File: config.mk
export PLATFORM = sky130hd
export DESIGN_NAME = sha1_ctrl
export DESIGN_NICKNAME = d
export VERILOG_FILES = /design/src/rtl/sha1_pkg.sv /design/src/rtl/sha1_round.sv /design/src/rtl/sha1_ctrl.sv
export SDC_FILE = /design/constraint.sdc
export NUM_CORES = 2
export LEC_CHECK = 0
export BUFFER_PORTS_ARGS = -buffer_cell sky130_fd_sc_hd__buf_2
export CAP_MARGIN = 20
export CORE_AREA = 2 2 297 299
export CTS_CLUSTER_SIZE = 24
export DETAILED_ROUTE_END_ITERATION = 7
export DIE_AREA = 0 0 299 301
export MAX_ROUTING_LAYER = met4
export PLACE_DENSITY = 0.77
export SETUP_SLACK_MARGIN = 0.02
export SLEW_MARGIN = 20
export SYNTH_ARGS = -nofsm -noshare
export SYNTH_HDL_FRONTEND = slang
export SYNTH_SLANG_ARGS = --single-unit
File: constraint.sdc
create_clock -name clk -period 8.9 [get_ports clk]
set_clock_uncertainty 0.05 [all_clocks]
set_input_delay 1.78 -clock clk [delete_from_list [all_inputs] [get_ports clk]]
set_output_delay 1.78 -clock clk [all_outputs]
set_load 0.02 [all_outputs]
File: src/rtl/sha1_pkg.sv
// Shared types, constants and round helper functions for the SHA-1 controller.
package sha1_pkg;

  typedef enum logic [2:0] {
    S_IDLE, S_READ, S_COMPUTE, S_UPDATE, S_WRITE, S_DONE
  } state_t;

  // Working variables a..e (also used for the H0..H4 accumulator)
  typedef struct packed {
    logic [31:0] a;
    logic [31:0] b;
    logic [31:0] c;
    logic [31:0] d;
    logic [31:0] e;
  } sha1_st_t;

  localparam logic [31:0] H0_INIT = 32'h67452301;
  localparam logic [31:0] H1_INIT = 32'hEFCDAB89;
  localparam logic [31:0] H2_INIT = 32'h98BADCFE;
  localparam logic [31:0] H3_INIT = 32'h10325476;
  localparam logic [31:0] H4_INIT = 32'hC3D2E1F0;

  localparam logic [31:0] K0 = 32'h5A827999;
  localparam logic [31:0] K1 = 32'h6ED9EBA1;
  localparam logic [31:0] K2 = 32'h8F1BBCDC;
  localparam logic [31:0] K3 = 32'hCA62C1D6;

  localparam sha1_st_t IV = '{a: H0_INIT, b: H1_INIT, c: H2_INIT, d: H3_INIT, e: H4_INIT};

  function automatic logic [31:0] rotl(input logic [31:0] x, input int unsigned n);
    return (x << n) | (x >> (32 - n));
  endfunction

  function automatic logic [31:0] sha1_f(input logic [6:0] t, input logic [31:0] b,
                                         input logic [31:0] c, input logic [31:0] d);
    logic [31:0] r;
    if (t < 7'd20)      r = (b & c) | (~b & d);
    else if (t < 7'd40) r = b ^ c ^ d;
    else if (t < 7'd60) r = (b & c) | (b & d) | (c & d);
    else                r = b ^ c ^ d;
    return r;
  endfunction

  function automatic logic [31:0] sha1_k(input logic [6:0] t);
    logic [31:0] r;
    if (t < 7'd20)      r = K0;
    else if (t < 7'd40) r = K1;
    else if (t < 7'd60) r = K2;
    else                r = K3;
    return r;
  endfunction

endpackage

File: src/rtl/sha1_round.sv
// Combinational single SHA-1 round; kept separate so its timing path stands alone.
module sha1_round
  import sha1_pkg::*;
(
  input  sha1_st_t    cur,
  input  logic [31:0] wt,
  input  logic [6:0]  t,
  output sha1_st_t    nxt
);

  logic [31:0] tmp;

  // One compression round: new a from the mixing sum, rest shift down
  always_comb begin
    tmp = rotl(cur.a, 5) + sha1_f(t, cur.b, cur.c, cur.d) + cur.e + sha1_k(t) + wt;
    nxt = '{a: tmp, b: cur.a, c: rotl(cur.b, 30), d: cur.c, e: cur.d};
  end

endmodule

File: src/rtl/sha1_ctrl.sv
// SHA-1 sequencing controller: reads message words, pads on the fly, runs
// 80 rounds per block, accumulates H0..H4 and writes the digest back.
// Build option: SHA1_PAD_EN enables hardware padding (message_size in bytes);
// without it message_size counts pre-padded 512-bit blocks.
module sha1_ctrl
  import sha1_pkg::*;
#(
  parameter int ADDR_W = 16,
  parameter int SIZE_W = 16
) (
  input  logic              clk,
  input  logic              reset_n,
  input  logic              start,
  input  logic [ADDR_W-1:0] message_addr,
  input  logic [ADDR_W-1:0] output_addr,
  input  logic [SIZE_W-1:0] message_size,
  output logic [ADDR_W-1:0] mem_addr,
  output logic              mem_we,
  output logic [31:0]       mem_write_data,
  input  logic [31:0]       mem_read_data,
  output logic              busy,
  output logic              done
);

  localparam int BLK_W = SIZE_W + 1;

  state_t            state, state_nxt;
  logic [6:0]        cnt;
  logic [ADDR_W-1:0] maddr_q, oaddr_q;
  logic [BLK_W-1:0]  blk, nblk, nblk_in;
  logic              skip_in;
  sha1_st_t          h_q, st_q, st_nxt;
  logic [31:0]       w_q [16];
  logic [31:0]       w_in, w_new;

`ifdef SHA1_PAD_EN
  logic [SIZE_W-1:0]   size_q;
  logic [3:0]          wi;
  logic [31:0]         jbase, sz32;
  logic [63:0]         len64;
  logic                last_blk;
  logic [3:0][7:0]     pad_b;

  // Blocks needed for message + 0x80 + 64-bit length
  assign nblk_in  = (({1'b0, message_size} + BLK_W'(8)) >> 6) + BLK_W'(1);
  assign skip_in  = 1'b0;
  assign wi       = cnt[3:0] - 4'd1;
  assign jbase    = 32'({blk, 6'b0}) + 32'({wi, 2'b00});
  assign sz32     = 32'(size_q);
  assign len64    = 64'({size_q, 3'b000});
  assign last_blk = (blk + BLK_W'(1) == nblk);

  for (genvar g = 0; g < 4; g++) begin : g_lane
    logic [31:0] j;
    logic [7:0]  b_in;
    assign j    = jbase + 32'(g);
    assign b_in = mem_read_data[31-8*g -: 8];
    assign pad_b[3-g] = (j < sz32) ? b_in : ((j == sz32) ? 8'h80 : 8'h00);
  end

  // Byte-masked word, with the bit length overriding words 14/15 of the last block
  always_comb begin
    w_in = pad_b;
    if (last_blk && wi == 4'd14)      w_in = len64[63:32];
    else if (last_blk && wi == 4'd15) w_in = len64[31:0];
  end
`else
  assign nblk_in = {1'b0, message_size};
  assign skip_in = (message_size == '0);
  assign w_in    = mem_read_data;
`endif

  // Next schedule word; window entry k holds W[t+k]
  assign w_new = rotl(w_q[13] ^ w_q[8] ^ w_q[2] ^ w_q[0], 1);

  sha1_round u_round (
    .cur (st_q),
    .wt  (w_q[0]),
    .t   (cnt),
    .nxt (st_nxt)
  );

  // State register
  always_ff @(posedge clk or negedge reset_n) begin
    if (!reset_n) state <= S_IDLE;
    else          state <= state_nxt;
  end

  // Next-state and state-decoded outputs
  always_comb begin
    state_nxt      = state;
    mem_addr       = '0;
    mem_we         = 1'b0;
    mem_write_data = '0;
    busy           = (state != S_IDLE);
    done           = (state == S_DONE);
    case (state)
      S_IDLE:    if (start) state_nxt = skip_in ? S_WRITE : S_READ;
      S_READ: begin
        if (cnt < 7'd16) mem_addr = maddr_q + ADDR_W'({blk, 4'b0000}) + ADDR_W'(cnt);
        if (cnt == 7'd16) state_nxt = S_COMPUTE;
      end
      S_COMPUTE: if (cnt == 7'd79) state_nxt = S_UPDATE;
      S_UPDATE:  state_nxt = (blk + BLK_W'(1) < nblk) ? S_READ : S_WRITE;
      S_WRITE: begin
        mem_we   = 1'b1;
        mem_addr = oaddr_q + ADDR_W'(cnt);
        case (cnt)
          7'd0:    mem_write_data = h_q.a;
          7'd1:    mem_write_data = h_q.b;
          7'd2:    mem_write_data = h_q.c;
          7'd3:    mem_write_data = h_q.d;
          7'd4:    mem_write_data = h_q.e;
          default: mem_write_data = '0;
        endcase
        if (cnt == 7'd4) state_nxt = S_DONE;
      end
      S_DONE:    state_nxt = S_IDLE;
      default:   state_nxt = S_IDLE;
    endcase
  end

  // Datapath: input latch, phase counter, Wt window, working vars, H accumulator
  always_ff @(posedge clk or negedge reset_n) begin
    if (!reset_n) begin
      cnt     <= '0;
      maddr_q <= '0;
      oaddr_q <= '0;
      blk     <= '0;
      nblk    <= '0;
      h_q     <= IV;
      st_q    <= '0;
      for (int i = 0; i < 16; i++) w_q[i] <= '0;
`ifdef SHA1_PAD_EN
      size_q  <= '0;
`endif
    end else begin
      case (state)
        S_IDLE: begin
          cnt <= '0;
          if (start) begin
            maddr_q <= message_addr;
            oaddr_q <= output_addr;
            nblk    <= nblk_in;
            blk     <= '0;
            h_q     <= IV;
`ifdef SHA1_PAD_EN
            size_q  <= message_size;
`endif
          end
        end
        S_READ: begin
          if (cnt != 7'd0) begin
            for (int i = 0; i < 15; i++) w_q[i] <= w_q[i+1];
            w_q[15] <= w_in;
          end
          if (cnt == 7'd16) begin
            cnt  <= '0;
            st_q <= h_q;
          end else begin
            cnt <= cnt + 7'd1;
          end
        end
        S_COMPUTE: begin
          st_q <= st_nxt;
          for (int i = 0; i < 15; i++) w_q[i] <= w_q[i+1];
          w_q[15] <= w_new;
          cnt <= (cnt == 7'd79) ? 7'd0 : cnt + 7'd1;
        end
        S_UPDATE: begin
          h_q <= '{a: h_q.a + st_q.a, b: h_q.b + st_q.b, c: h_q.c + st_q.c,
                   d: h_q.d + st_q.d, e: h_q.e + st_q.e};
          blk <= blk + BLK_W'(1);
          cnt <= '0;
        end
        S_WRITE:   cnt <= (cnt == 7'd4) ? 7'd0 : cnt + 7'd1;
        default:   cnt <= '0;
      endcase
    end
  end

endmodule
Word level (Yosys, flattened, before mapping)
Index checks and enable logic that the tools add are counted.

Add/subtract/negate cells: 14. Multiply operators: 0. Divide/modulo/power cells: 0. Magnitude comparators: 5. Equality and inequality tests: 16. Shift operators: 0. Multiplexer cells: 30. Bitwise gates (word level): 16. Reduce and logical (&&, ||, !) cells: 12.

Operator list (count): one-hot mux 512 bit (2 select lines) (1); one-hot mux 160 bit (2 select lines) (2); 2-to-1 mux 512 bit (1); 2-to-1 mux 160 bit (2); adder 32 bit (9); 2-to-1 mux 32 bit (6); one-hot mux 32 bit (5 select lines) (1); bitwise XOR 32 bit (5); AND 32 bit (4); bitwise OR 32 bit (3); one-hot mux 17 bit (2 select lines) (1); adder 16 x 7 -> 16 bit (2); inverter 32 bit (1); bitwise OR 32 x 1 -> 32 bit (1); bitwise OR 32 x 30 -> 32 bit (1); bitwise OR 32 x 5 -> 32 bit (1); one-hot mux 16 bit (2 select lines) (1); 2-to-1 mux 31 bit (1); 2-to-1 mux 7 bit (3); one-hot mux 7 bit (3 select lines) (1); 2-to-1 mux 3 bit (6); adder 17 x 1 -> 17 bit (second input constant) (1); less-than comparator 17 x 16 -> 1 bit (1); 2-to-1 mux 17 bit (1); 24 further kinds (37).

Flip-flop bits (word level): 907. Latch bits: 0. Bits in writable memories: 0. ROM bits: 0. Bits of input ports: 83. Output and inout port bits: 51. Memories kept: 0.

Logic depth before layout (Yosys ltp)
Depth after elaboration: 11. Gate-level depth with buffers: 26. Mapped depth without buffers: 23.

Hierarchy
A second synthesis with hierarchy kept.

Cells, all modules: 6311. Area total of the unflattened synthesis: 53115.9 um^2.

Modules (own cells, without submodules): sha1_ctrl (instances 1, cells each 5463, area each 46329.4 um^2); sha1_round (instances 1, cells each 848, area each 6786.5 um^2).

Least setup slack after synthesis
No wires, ideal clock.

Path kind: flip-flop to flip-flop. Start point: reg cnt[5]. End point: reg st_q[157] in the netlist's numbering. Setup time: 0.069 ns. Data arrival time: 5.676 ns. Setup slack: 3.105 ns. Stages on the path, launching flop included: 25. Path buffers: 2. Period minus slack after synthesis: 5.795 ns. Cell sequence: dfrtp_1 > clkbuf_1 > o21ai_0 > or3_1 > buf_2 > inv_2 > nor3_2 > a221oi_1 > fa_1 > fa_1 > fa_1 > inv_1 > ha_1 > inv_1 > fa_1 > nor2b_1 > o21a_1 > o21ai_0 > a21oi_1 > a31oi_1 > o211ai_1 > nand4bb_1 > a21bo_2 > or4_1 > nand3_1.

Longest elaborated chain between the ends: 9. Elaborated cells between the ends (all ways): 17.

RTL lines: start, declared (RTL line sha1_ctrl.sv:28) `logic [6:0] cnt;`; start signal, assigned (RTL line sha1_ctrl.sv:161) `cnt <= cnt + 7'd1;`; start signal, assigned (RTL line sha1_ctrl.sv:168) `cnt <= (cnt == 7'd79) ? 7'd0 : cnt + 7'd1;`; start signal, assigned (RTL line sha1_ctrl.sv:176) `S_WRITE: cnt <= (cnt == 7'd4) ? 7'd0 : cnt + 7'd1;`; less-than comparator 7 x 6 -> 1 bit (RTL line sha1_pkg.sv:39, sha1_pkg.sv:48); 2-to-1 mux 32 bit (RTL line sha1_pkg.sv:39) `else if (t < 7'd60) r = (b & c) | (b & d) | (c & d);`; 2-to-1 mux 32 bit (RTL line sha1_pkg.sv:38) `else if (t < 7'd40) r = b ^ c ^ d;`; 2-to-1 mux 32 bit (RTL line sha1_pkg.sv:37) `if (t < 7'd20) r = (b & c) | (~b & d);`; adder 32 bit (4 in a row) (RTL line sha1_round.sv:15) `tmp = rotl(cur.a, 5) + sha1_f(t, cur.b, cur.c, cur.d) + cur.e + sha1_k(t) + wt;`; one-hot mux 160 bit (2 select lines) (RTL line sha1_ctrl.sv:138) `case (state)`; end signal, assigned (RTL line sha1_ctrl.sv:159) `st_q <= h_q;`; end signal, assigned (RTL line sha1_ctrl.sv:165) `st_q <= st_nxt;`; end, declared (RTL line sha1_ctrl.sv:32) `sha1_st_t h_q, st_q, st_nxt;`.

Parallel ways exist; a longest one is shown, timed or not. A chain may end at the register's enable or synchronous reset.

Final worst setup path
Start point: reg cnt[4]. End point: reg st_q[158] in the netlist's numbering.

The elaborated chain is that of the path after synthesis.

==> reports/summary.txt <==
Status: finished clean
#FFs+latches synth: 907
WL per Instance: 19.5 microns
Max Fanout on Critical Path: 20
Yosys warns: 0
Clock Path Buffers: 3
Largest family of logic cells by synthesized area: simple AND/OR/NAND/NOR gates
Hold Crit Class: flip-flop to flip-flop
Clock-pin slew on the worst setup and hold paths: 0.06 ns
XOR/XNOR Fraction of Synth Area: 0.0507
Initial DRC count: 4458
Initial antenna violation count: 0
Element type at the critical path end: flip-flop
Minimum clock period after layout: 7.18 ns
Largest area contributor in the synthesized netlist: dfrtp_1
CP startpoint kind: flip-flop
Post-Synthesis Cell Area: 51800 sq um
First-pass GRT wire length: 227 mm
Synth Instances: 6055
Slew @ Worst Pin: 1.26 ns
Fin nets: 6501
Total GRT Usage: 0.327
Crit path max-delay family: compound AO/OA/AOI/OAI gates
TritonCTS clock tree: done
Core region area: 86500 sq um
Slew HR: 0.140
Post-DP HPWL: 97.6 mm
Worst EP arrival: 7.69 ns
Routed vias/inst: 5.91
Post-synthesis async set-or-reset flop share: 1.00
Number of max-cap violations: 0
Area Overhead vs Synth: 9.67%
Largest cells by area after synthesis: dfrtp_1, nand2_1, ha_1
DRC: 0
Worst-skew pair later-pin latency: 0.71 ns
Largest net degree at the start of global routing: 227
Worst path required time: 9.41 ns
Main synth FF type: dfrtp_1
Slowest-stage cell, CP: a31oi_1
Overflow after GRT: 0
H-tree depth: 3
Syn_nets: 6514
Clk root buf: clkbuf_16
Port Buffers: 133
Type of the worst setup path: flip-flop to flip-flop
Die Ht: 301 microns
Layout cell share with drive strength beyond 1: 0.0770
Peak Freq: 0.139 GHz
Post-synth EDFFs: 0
Chip width: 299 microns
Simple-gate share of the synthesized area: 0.209
First-pass DRT Iterations: 8
Endpoints failing setup: 0
Initial Util: 0.599
Gates resized, CTS repair: 0
I/O pin count: 134
Number of global-route vias before repair: 41134
Seq/Total Area, Yosys: 0.440
Syn_area_per_cell: 8.55 sq um
Antenna fix cells: 0
Via count: 43074
Sink Count: 907
RePlAce Congestion: 1.01
Final worst-path cycle share: 0.807
RSZ-0062 raised after global routing: no
Critical path, cell by cell: and3_1, or3_1, buf_4, inv_2, nor3_2, buf_4, a221oi_1, fa_1, inv_1, fa_1, inv_1, fa_1, inv_1, ha_1, a211oi_1, nand3_1, o221ai_1, o221ai_1, a31oi_1, o311ai_0, a31o_2, a21oi_1, xor2_1, o21ai_0
Row count: 108
Critical path buffer and inverter count: 6
Fin. Hold Viols: 0
Routed wire length: 142 mm
Yosys top cell area share: 0.400
Max incr delay on CP: 0.63 ns
Cts hold-fix bufs: 0
Die area: 90000 sq um
Mux share of post-synthesis cell area: 0.0138
Number of CTS-inserted buffers: 98
Setup TNS: 0 ns
Post-route ant nets: 0
Post-CTS setup buffers: 0
Fraction of the mapped netlist area in adder cells: 0.110
Netlist cell types: 79
Final Max Tran Viols: 0
Post-synthesis compound-gate area fraction: 0.138
[sequential cells by signal (all words and copies together) (netlist names)]
signal and cells:
w_q 512, nblk 16, st_q 160, h_q 160
blk 17, maddr_q 16, oaddr_q 16, cnt 7
state 3
[Yosys cell counts, drive strengths merged, types with 32 or more instances]
master,n
a211oi,34
a21o,78
a21oi,333
a22oi,36
a31oi,152
buf,32
clkbuf,256
dfrtp,827
dfstp,80
fa,130
ha,246
inv,242
mux2i,58
nand2,2008
nand3,91
nor2,397
nor3,62
o21a,42
o21ai,285
o21bai,34
o22ai,33
xnor2,214
xor2,86
[logic make-up after synthesis]
logic type | Yosys count
AOI/OAI and AO/OA | 1160
xor gates and xnor gates | 300
muxes | 70
DFF | 907
buffers and inverters | 530
and+or+nand+nor | 2712
adders and majority gates | 376
[through the flow]
step	instance area [sq um]	hold slack [ns]	std cells	utilization	worst slack, ns
final	56800	0.398	7283	0.657	1.72
after detailed placement	53300	0.398	7097	0.616	1.89
after global routing	56800	0.412	7283	0.657	1.27
after global placement	53300	0.392	7097	0.616	1.98
after floorplan	51800	0.389	6055	-	3.10
after CTS	56800	0.400	7283	0.657	1.89
[area by class of cell]
type	instances	area, sq um
Fill cell	7090	29700
Clock inverter	47	706
Sequential cell	907	22800
Tap cell	1155	1450
Timing Repair Buffer	175	1100
Clock buffer	139	2790
Inverter	242	913
Multi-Input combinational cell	4618	27100
[worst paths after layout]
| path | from | end | slack, ns | cells past startpoint |
|---|---|---|---|---|
| max reg2reg | cnt[4] | st_q[158] | 1.72 | 24 |
| min in group asynchronous | reset_n | oaddr_q[11] | 1.04 | 1 |
| min reg2reg | w_q[390] | w_q[422] | 0.40 | 2 |
| max | cnt[4] | st_q[158] | 1.72 | 24 |
| max in group asynchronous | reset_n | w_q[344] | 5.95 | 3 |
| min | w_q[390] | w_q[422] | 0.40 | 2 |
[cells in the final DEF, fill, tap and decap left out, types with 58 or more instances in the layout]
cell	Yosys	final
a21o_1	78	77
nand3_1	91	91
xnor2_1	214	214
nor2_1	397	394
dfstp_2	80	80
nand2_1	2008	2005
inv_1	240	240
xor2_1	86	86
buf_2	21	132
o21ai_0	279	279
fa_1	130	130
clkbuf_16	0	99
mux2i_1	58	58
ha_1	246	246
a31oi_1	152	152
dfrtp_1	827	826
nor3_1	61	61
a21oi_1	332	331
[worst reg2reg max path, stage by stage, from the launching register on]
cell and delay [ns]:
dfrtp_1 0.59, and3_1 0.25, or3_1 0.11, buf_4 0.31, inv_2 0.28, nor3_2 0.42, buf_4 0.34, a221oi_1 0.15
fa_1 0.56, inv_1 0.05, fa_1 0.50, inv_1 0.06, fa_1 0.53, inv_1 0.04, ha_1 0.23, a211oi_1 0.27
nand3_1 0.10, o221ai_1 0.28, o221ai_1 0.26, a31oi_1 0.63, o311ai_0 0.33, a31o_2 0.29, a21oi_1 0.16, xor2_1 0.15
o21ai_0 0.08
[per-layer routing]
metal / vias to the layer above / global-route usage / routed length (microns)
met5: - / - / 0
met4: 0 / 0.143 / 7180
li1: 20073 / - / -
met1: 21085 / 0.438 / 59800
met2: 1507 / 0.503 / 65400
met3: 409 / 0.0437 / 9470
Power is not shown: default switching activity piles up to over one toggle a cycle in this logic, so the estimate is an artifact.
